File: src/rtl/proc_controller.sv
`default_nettype none
// ============================================================================
//  Module   : proc_controller
//  Purpose  : Multi-cycle control unit for a 16-bit datapath. Holds the
//             program counter and instruction register, fetches from an
//             instruction ROM, decodes the opcode, and sequences each
//             instruction through a Moore FSM that drives the data RAM,
//             register file, ALU and write-back mux select.
//  Ports    : Clock, Reset (async, active high)
//             Instr      - ROM data at PC_Addr (combinational read)
//             PC_Addr    - program counter / ROM address
//             IR_Out     - instruction register
//             D_Addr, D_Wr                   - data RAM address / write enable
//             RF_s                           - write-back select (1=RAM, 0=ALU)
//             RF_W_en, RF_W_addr             - register-file write port
//             RF_Ra_addr, RF_Rb_addr         - register-file read ports
//             ALU_s0                         - ALU function select
//             Halted, State                  - status / debug
//  Revision : 1.0 - initial release
// ============================================================================
module proc_controller #(
    parameter int          PC_W    = 7,
    parameter logic [2:0]  ALU_ADD = 3'd1,
    parameter logic [2:0]  ALU_SUB = 3'd2,
    parameter logic [2:0]  ALU_NOP = 3'd0
) (
    input  logic            Clock,
    input  logic            Reset,
    input  logic [15:0]     Instr,
    output logic [PC_W-1:0] PC_Addr,
    output logic [15:0]     IR_Out,
    output logic [7:0]      D_Addr,
    output logic            D_Wr,
    output logic            RF_s,
    output logic            RF_W_en,
    output logic [3:0]      RF_W_addr,
    output logic [3:0]      RF_Ra_addr,
    output logic [3:0]      RF_Rb_addr,
    output logic [2:0]      ALU_s0,
    output logic            Halted,
    output logic [3:0]      State
);

    localparam logic [3:0] c_OP_NOOP  = 4'b0000;
    localparam logic [3:0] c_OP_STORE = 4'b0001;
    localparam logic [3:0] c_OP_LOAD  = 4'b0010;
    localparam logic [3:0] c_OP_ADD   = 4'b0011;
    localparam logic [3:0] c_OP_SUB   = 4'b0100;
    localparam logic [3:0] c_OP_HALT  = 4'b0101;

    // Encodings are visible on the State debug port, so they are pinned.
    typedef enum logic [3:0] {
        S_INIT   = 4'd0,
        S_FETCH  = 4'd1,
        S_DECODE = 4'd2,
        S_NOOP   = 4'd3,
        S_LOAD_A = 4'd4,
        S_LOAD_B = 4'd5,
        S_STORE  = 4'd6,
        S_ADD    = 4'd7,
        S_SUB    = 4'd8,
        S_HALT   = 4'd9
    } state_t;

    state_t          r_state;
    state_t          w_next_state;
    logic [PC_W-1:0] r_pc;
    logic [15:0]     r_ir;
    logic [3:0]      w_op;

    assign w_op = r_ir[15:12];

    // ------------------------------------------------------------------
    // State, PC and IR registers. PC and IR only move on the FETCH exit
    // edge; the PC increment wraps naturally at PC_W bits.
    // ------------------------------------------------------------------
    always_ff @(posedge Clock or posedge Reset) begin
        if (Reset) begin
            r_state <= S_INIT;
            r_pc    <= '0;
            r_ir    <= '0;
        end else begin
            r_state <= w_next_state;
            if (r_state == S_FETCH) begin
                r_ir <= Instr;
                r_pc <= r_pc + PC_W'(1);
            end
        end
    end

    // ------------------------------------------------------------------
    // Next-state logic
    // ------------------------------------------------------------------
    always_comb begin
        w_next_state = r_state;
        case (r_state)
            S_INIT:   w_next_state = S_FETCH;
            S_FETCH:  w_next_state = S_DECODE;
            S_DECODE: begin
                case (w_op)
                    c_OP_STORE: w_next_state = S_STORE;
                    c_OP_LOAD:  w_next_state = S_LOAD_A;
                    c_OP_ADD:   w_next_state = S_ADD;
                    c_OP_SUB:   w_next_state = S_SUB;
                    c_OP_HALT:  w_next_state = S_HALT;
                    c_OP_NOOP:  w_next_state = S_NOOP;
                    default:    w_next_state = S_NOOP;   // illegal opcodes
                endcase
            end
            S_LOAD_A: w_next_state = S_LOAD_B;
            S_NOOP,
            S_LOAD_B,
            S_STORE,
            S_ADD,
            S_SUB:    w_next_state = S_FETCH;
            S_HALT:   w_next_state = S_HALT;
            default:  w_next_state = S_INIT;
        endcase
    end

    // ------------------------------------------------------------------
    // Moore outputs: decoded from State and IR only. Address fields not
    // used by the current state are forced to zero.
    // ------------------------------------------------------------------
    always_comb begin
        D_Addr     = 8'd0;
        D_Wr       = 1'b0;
        RF_s       = 1'b0;
        RF_W_en    = 1'b0;
        RF_W_addr  = 4'd0;
        RF_Ra_addr = 4'd0;
        RF_Rb_addr = 4'd0;
        ALU_s0     = ALU_NOP;
        Halted     = 1'b0;
        case (r_state)
            // RAM read is synchronous: the address goes out in LOAD_A and is
            // held in LOAD_B, when the read data is valid for write-back.
            S_LOAD_A: begin
                D_Addr = r_ir[11:4];
                RF_s   = 1'b1;
            end
            S_LOAD_B: begin
                D_Addr    = r_ir[11:4];
                RF_s      = 1'b1;
                RF_W_en   = 1'b1;
                RF_W_addr = r_ir[3:0];
            end
            S_STORE: begin
                D_Addr     = r_ir[7:0];
                RF_Ra_addr = r_ir[11:8];
                D_Wr       = 1'b1;
            end
            S_ADD: begin
                RF_Ra_addr = r_ir[11:8];
                RF_Rb_addr = r_ir[7:4];
                RF_W_addr  = r_ir[3:0];
                ALU_s0     = ALU_ADD;
                RF_W_en    = 1'b1;
            end
            S_SUB: begin
                RF_Ra_addr = r_ir[11:8];
                RF_Rb_addr = r_ir[7:4];
                RF_W_addr  = r_ir[3:0];
                ALU_s0     = ALU_SUB;
                RF_W_en    = 1'b1;
            end
            S_HALT:  Halted = 1'b1;
            default: ;
        endcase
    end

    assign PC_Addr = r_pc;
    assign IR_Out  = r_ir;
    assign State   = r_state;

endmodule
`default_nettype wire

File: config.mk
export PLATFORM = sky130hd
export DESIGN_NAME = proc_controller
export DESIGN_NICKNAME = d
export VERILOG_FILES = /design/src/rtl/proc_controller.sv
export SDC_FILE = /design/constraint.sdc
export NUM_CORES = 1
export LEC_CHECK = 0
export BUFFER_PORTS_ARGS = -buffer_cell sky130_fd_sc_hd__buf_2
export CAP_MARGIN = 20
export CORE_MARGIN = 3
export CORE_UTILIZATION = 48
export DETAILED_ROUTE_END_ITERATION = 10
export PLACE_DENSITY = 0.92
export SLEW_MARGIN = 20
export SYNTH_ARGS = -nofsm -noshare
export SYNTH_HDL_FRONTEND = slang
export SYNTH_SLANG_ARGS = --single-unit
File: constraint.sdc
create_clock -name Clock -period 2.5 [get_ports Clock]
set_input_delay 0.5 -clock Clock [delete_from_list [all_inputs] [get_ports Clock]]
set_output_delay 0.5 -clock Clock [all_outputs]
set_load 0.02 [all_outputs]
==> results of run 1 <==
## kinds of logic (layout without fill, tap and decap cells)
group | Yosys count | count (layout)
AOI/OAI and AO/OA | 18 | 18
and+or+nand+nor | 39 | 39
xor gates and xnor gates | 7 | 7
buffers and inverters | 8 | 78
muxes | 17 | 17
adders and majority gates | 1 | 1
other | 1 | 1
DFF | 27 | 27
## stage by stage
stage	util, %	std cells	worst slack (ns)
3_3_place_gp	67.3	214	0.507
3_5_place_dp	67.3	214	0.402
6_report	69.0	218	0.138
4_1_cts	68.6	218	0.0594
2_1_floorplan	-	118	0.178
5_1_grt	69.0	218	0.0422
## critical path, cell delays in order (launching register included)
cell and delay (ns):
dfrtp_1 0.55, nand3b_1 0.27, nor2_2 0.34, a22o_1 0.20, buf_2 0.16
## worst max-delay path by stage
stage               startpoint  depth (start not counted)      endpoint
floorplan             State[3]                          4  RF_W_addr[0]
global placement      State[1]                          4     D_Addr[4]
detailed placement    State[1]                          4     D_Addr[4]
CTS                   State[1]                          4  RF_W_addr[1]
global route          State[3]                          4     D_Addr[7]
finish                State[3]                          4     D_Addr[4]
## area by class of cell
type                    instances  area (um2)  share of cell area, %
multi-input cells              83         694                   38.2
repair buffers                 73         373                   20.5
flip-flops and latches         27         678                   37.3
well taps                      30        37.5                   2.06
clock inverters                 1        8.76                  0.482
clock buffers                   3        22.5                   1.24
inverters                       1        3.75                  0.206
## layer usage
metal  vias up  track usage [%]
met4         0             6.01
met1       616             24.5
met2        39             33.8
li1        568                -
met5         -                0
met3         6             6.48
## sequential cells by signal, indices dropped and copies added (netlist names)
name     cells
PC_Addr      7
State        4
IR_Out      16
## layout by cell type (no fill, tap or decap), drive strengths merged, types with 2 or more instances in the layout
cell type	instances
nor2	3
nor2b	2
and3	3
o21ai	4
nand2	2
xnor2	5
xor2	2
inv	2
nand3b	2
nor4b	3
nand2b	3
a211oi	2
dfrtp	27
clkbuf	3
nor3	2
nand4	3
mux2	17
and2	12
a22o	8
buf	73
## power groups by stage
stage	Combinational [mW]	Sequential, mW	Clock (mW)
after detailed placement	1.25	0.934	0
after CTS	1.25	0.925	0.217
final	1.24	0.940	0.206
after global routing	1.33	0.984	0.229
after floorplan	0.667	1.11	0
after global placement	1.20	0.910	0
==> results.yml, run 1 <==
synthesis:
  synth-edff-count: 0
  synth_xor_area_share_pct: 4.37
  synth_simple_gate_area_share_pct: 19.6
  yosysTopAreaCell: "dfrtp_1"
  synth.avg_cell_area_um2: 11.9
  synth_top_family_by_area: "simple AND/OR/NAND/NOR gates"
  synth_fa_ha_area_share_pct: 0.891
  synthMostInstantiatedCell: "dfrtp_1"
  synthArstFlopShare_pct: 100
  synth_top_area_share_pct: 48.1
  netlist_instances: 118
  ys_types: 34
  syn_area_um2: 1400
  yosys_warnings: 0
  netlist_top_cells_count: "dfrtp_1 (27), mux2_2 (17), and2_1 (12)"
  yosys-top-cells-area: "dfrtp_1 (48%), mux2_2 (14%), and2_1 (5.3%)"
  synth_flop_cell: "dfrtp_1"
  ys_seq_elements: 27
  synth_compound_area_share_pct: 9.89
  ys_seq_area_share_pct: 48.1
  synthMuxAreaShare_pct: 13.6
  syn_nets: 137
routing:
  wl_met3_um: 193
  drt_pass1_iterations: 4
  vias_per_cell: 5.64
  routedWlPerCell_um: 16.6
  wl_met1_um: 1390
  vias: 1229
  maxUsedRoutingLayer: "met4"
  wl_met2_um: 1990
  routed_wl_um: 3630
  drc_errors: 0
  drtIter0Drc: 73
  antenna_left: 0
critical_path:
  crit_fanout: 12
  timing_worst_setup_path_type: "reg2out"
  cp.arrival_ns: 1.86
  end_kind: "output port"
  startpoint_type: "register"
  rr_startpoint: "State[0]"
  required_ns: 2.00
  reg2reg_slack_ns: 0.83
  reg2reg_to: "IR_Out[1]"
  reg2reg_depth: 4
timing:
  skew_ns: 0.00524
  min_period_ns: 2.36
  period_share_pct: 94.5
  drv_slew: 0
  finalSetupViolCount: 0
  clock.fmax_mhz: 423
  finalSetupTns_ns: 0
  rsz0062_at_grt: "no"
  holdWs_ns: 0.189
  hold_violations: 0
final_layout:
  final_nets: 208
  drive_gt1_share_pct: 54.3
  diodes: 0
  fill_cells: 224
  fin_area_um2: 1820
  syn_to_final_growth_pct: 29.5
hold_path:
  min_path_type: "in2async"
clocking:
  clk_latency_ns: 0.34
  cts_num_sinks: 27
  hold_buffers: 0
  cts_resized: 1
  cts-root-buf: "clkbuf_4"
  clockBufferDepth: 2
  cts_buffers: 3
  tritoncts: "yes"
  h-tree-depth: 1
  clkSlewWorstSetupHoldPaths_ns: 0.16
  cts_setup_buffers: 0
global_routing:
  grt_pass1_wl_um: 5400
  grt_pass1_vias: 1190
  grt_start_max_net_pins: 28
  overflow: 0
  antenna_found_initial: 0
  grt.total_usage_pct: 20.1
floorplanning:
  die_x_um: 60.1
  die_y_um: 60.1
  ios: 72
  rows: 18
  start_util_pct: 53.3
  core_area_um2: 2640
  die_area_um2: 3610
power:
  total_power_mw: 2.39
  powerDensity_nw_per_um2: 1310
  swShare_pct: 46.8
  ir_drop_mv: 1.08
  p_int_mw: 1.27
  pwr-share-comb_pct: 52.0
  sequentialPowerShare_pct: 39.4
  power.share.clock_pct: 8.6
  leakagePower_nw: 0.942
  p_sw_mw: 1.12
placement:
  dpl_cell_area_um2: 1770
  place.gp.congestion: 0.809
  dp_hpwl_um: 2720
  port-buffer-count: 70
run_status:
  status: "completed"
flow_run:
  maxCapViolations: 0
Power figures use the tool's default switching activity.
==> inputs of run 2 (changes only) <==
--- a/config.mk
+++ b/config.mk
@@ -5,12 +5,13 @@
 export SDC_FILE = /design/constraint.sdc
 export NUM_CORES = 1
 export LEC_CHECK = 0
+export ABC_AREA = 1
 export BUFFER_PORTS_ARGS = -buffer_cell sky130_fd_sc_hd__buf_2
 export CAP_MARGIN = 20
 export CORE_MARGIN = 3
-export CORE_UTILIZATION = 48
+export CORE_UTILIZATION = 41
 export DETAILED_ROUTE_END_ITERATION = 10
-export PLACE_DENSITY = 0.92
+export PLACE_DENSITY = 0.84
 export SLEW_MARGIN = 20
 export SYNTH_ARGS = -nofsm -noshare
 export SYNTH_HDL_FRONTEND = slang
==> constraint.sdc (replaced) <==
create_clock -name Clock -period 2.1 [get_ports Clock]
set_input_delay 0.42 -clock Clock [delete_from_list [all_inputs] [get_ports Clock]]
set_output_delay 0.42 -clock Clock [all_outputs]
set_load 0.02 [all_outputs]
==> run 2 against run 1 <==
Area after synthesis increased by 1.9%. Final cell count increased by 39%. Die area increased by 17%. Sequential power increased by 6.2%. Synthesized cell count increased by 57%. Sequential cell count unchanged. Global-route usage decreased by 2.6 points. Non-clock buffer count increased by 2. Total power increased by 24%. Hold slack got worse by 0.094 ns. Clock power increased by 9%. Routed wire length increased by 2.8%. Critical endpoint is now RF_Rb_addr[0].
==> results.yml, run 2 <==
run_status:
  status: "completed"
synthesis:
  netlist_top_cells_count: "nand2_1 (54), inv_1 (34), dfrtp_1 (27)"
  synth-edff-count: 0
  synthArstFlopShare_pct: 100
  synthMostInstantiatedCell: "nand2_1"
  synth_fa_ha_area_share_pct: 0.875
  yosys-top-cells-area: "dfrtp_1 (47%), nand2_1 (14%), inv_1 (8.9%)"
  netlist_instances: 185
  synth_simple_gate_area_share_pct: 26.4
  synth_flop_cell: "dfrtp_1"
  syn_area_um2: 1430
  synth_xor_area_share_pct: 3.06
  ys_seq_elements: 27
  synth_top_family_by_area: "simple AND/OR/NAND/NOR gates"
  synth_compound_area_share_pct: 10.1
  synth_top_area_share_pct: 47.2
  ys_seq_area_share_pct: 47.2
  yosysTopAreaCell: "dfrtp_1"
  syn_nets: 204
  ys_types: 23
  synthMuxAreaShare_pct: 0
  yosys_warnings: 0
  synth.avg_cell_area_um2: 7.73
placement:
  port-buffer-count: 70
  dpl_worst_slack_ns: 0.252
  place.gp.congestion: 0.790
  dp.cells: 296
  dp_hpwl_um: 2780
  dpl_cell_area_um2: 1800
timing:
  worst_pin_slew_ns: 0.502
  hold_violations: 0
  finalSetupViolCount: 0
  slew_headroom_pct: 66.5
  period_share_pct: 96.7
  drv_slew: 0
  setup_ws_ns: 0.0683
  finalSetupTns_ns: 0
  min_period_ns: 2.03
  skew_ns: 0.00847
  clock.fmax_mhz: 492
power:
  power.share.clock_pct: 7.6
  leakagePower_nw: 1.19
  sequentialPowerShare_pct: 33.7
  ir_drop_mv: 0.647
  p_sw_mw: 1.56
  powerDensity_nw_per_um2: 1550
  p_int_mw: 1.40
  swShare_pct: 52.7
  total_power_mw: 2.96
  pwr-share-comb_pct: 58.7
final_layout:
  stdcell_count: 304
  final_common_cell: "buf_2"
  drive_gt1_share_pct: 38.1
  largest_register_ffs: 16
  syn_to_final_growth_pct: 33.9
  final_cell_mix: "buf_2 (67), nand2_1 (52), inv_1 (31), dfrtp_1 (25), o21ai_0 (14)"
  fill_cells: 303
  diodes: 0
  final_nets: 280
  fin_area_um2: 1910
routing:
  routed_wl_um: 3730
  drc_errors: 0
  drt_pass1_iterations: 4
  routedWlPerCell_um: 12.3
  vias: 1446
  antenna_left: 0
  drtIter0Drc: 83
  vias_per_cell: 4.76
critical_path:
  path_cells: "nand2_2, nor2_2, nand2_1, inv_1, nor2_2, nor2_1, buf_2"
  max_stage_delay_ns: 0.50
  crit_top_cell: "nor2_2"
  critPathBufInv: 2
  startpoint_type: "register"
  end_kind: "output port"
  crit_fanout: 5
  reg2reg_slack_ns: 0.64
  required_ns: 1.68
  timing_worst_setup_path_type: "reg2out"
  cpMaxStageDelayCell: "dfrtp_1"
  cp.arrival_ns: 1.61
  crit_family: "simple AND/OR/NAND/NOR gates"
clocking:
  clk_latency_ns: 0.32
  tritoncts: "yes"
  cts_buffers: 3
  h-tree-depth: 1
  cts_num_sinks: 27
  clkSlewWorstSetupHoldPaths_ns: 0.15
  clockBufferDepth: 2
  cts-root-buf: "clkbuf_4"
floorplanning:
  ios: 72
  rows: 20
  die_y_um: 65.1
  start_util_pct: 45.0
  core_area_um2: 3180
  die_area_um2: 4230
  die_x_um: 65.1
global_routing:
  antenna_found_initial: 0
  grt_start_max_net_pins: 36
  busiest_layer: "met2"
  grt_pass1_wl_um: 5820
  grt_use_met1_pct: 23.2
  overflow: 0
  use_met2_pct: 30.1
  gr-usage-met3_pct: 2.95
  grt.total_usage_pct: 17.6
  grt_pass1_vias: 1305
hold_path:
  min_path_type: "in2async"
flow_run:
  maxCapViolations: 0
-- run 2: path summary, 6_finish.rpt --
check	endpoint	depth (start not counted)	start
max in group asynchronous	State[1]	3	Reset
setup reg to reg	PC_Addr[2]	5	State[1]
setup / recovery	RF_Rb_addr[0]	7	State[2]
min in group Clock	IR_Out[14]	3	Instr[14]
hold / removal	IR_Out[13]	2	Reset
hold reg to reg	PC_Addr[5]	2	PC_Addr[5]
-- run 2: metal layers --
metal  up-vias  wire (um)
met2        57       1900
met5         -          0
met1       664       1510
met3         4        292
li1        721          -
met4         0         22
-- run 2: what timing repair did --
item,4_1_cts,5_1_grt
resized for setup,8,12
setup endpoints to repair,21,21
hold buffers,0,0
pin swaps,0,1
buffers inserted,2,2
-- run 2: logic make-up (layout without fill, tap and decap cells) --
group | after synthesis | count (layout)
buf+inv | 39 | 114
simple gates | 86 | 86
fa+ha+maj | 1 | 1
compound gates | 26 | 26
other cells | 1 | 1
xor+xnor | 5 | 5
flops | 27 | 27
-- run 2: power by group through the flow --
stage / Sequential [mW] / Combinational, mW / Clock, mW
floorplan: 1.26 / 0.952 / 0
global placement: 0.990 / 1.63 / 0
detailed placement: 1.00 / 1.65 / 0
CTS: 0.992 / 1.70 / 0.232
global route: 1.04 / 1.92 / 0.252
finish: 0.998 / 1.74 / 0.225
-- run 2: cell type report --
cell class / count / area (um2) / area share, %
well taps: 44 / 55.1 / 2.88
inverters: 35 / 131 / 6.86
multi-input cells: 119 / 627 / 32.7
repair buffers: 75 / 395 / 20.7
clock inverters: 1 / 5.00 / 0.261
clock buffers: 3 / 22.5 / 1.18
flip-flops and latches: 27 / 678 / 35.4
-- run 2: worst register-to-register path: cells and delay by family (launching register included) --
family | cells | cell delay, ns
XOR/XNOR | 1 | 0.14
AND/OR/NAND/NOR | 3 | 0.65
flip-flops | 1 | 0.48
buffers and inverters | 1 | 0.09
-- run 2: per-stage QoR --
| step | hold slack [ns] | util [%] |
|---|---|---|
| floorplan | 0.473 | - |
| global placement | 0.462 | 56.7 |
| detailed placement | 0.475 | 56.7 |
| CTS | 0.103 | 58.8 |
| global route | 0.106 | 60.2 |
| finish | 0.0952 | 60.2 |
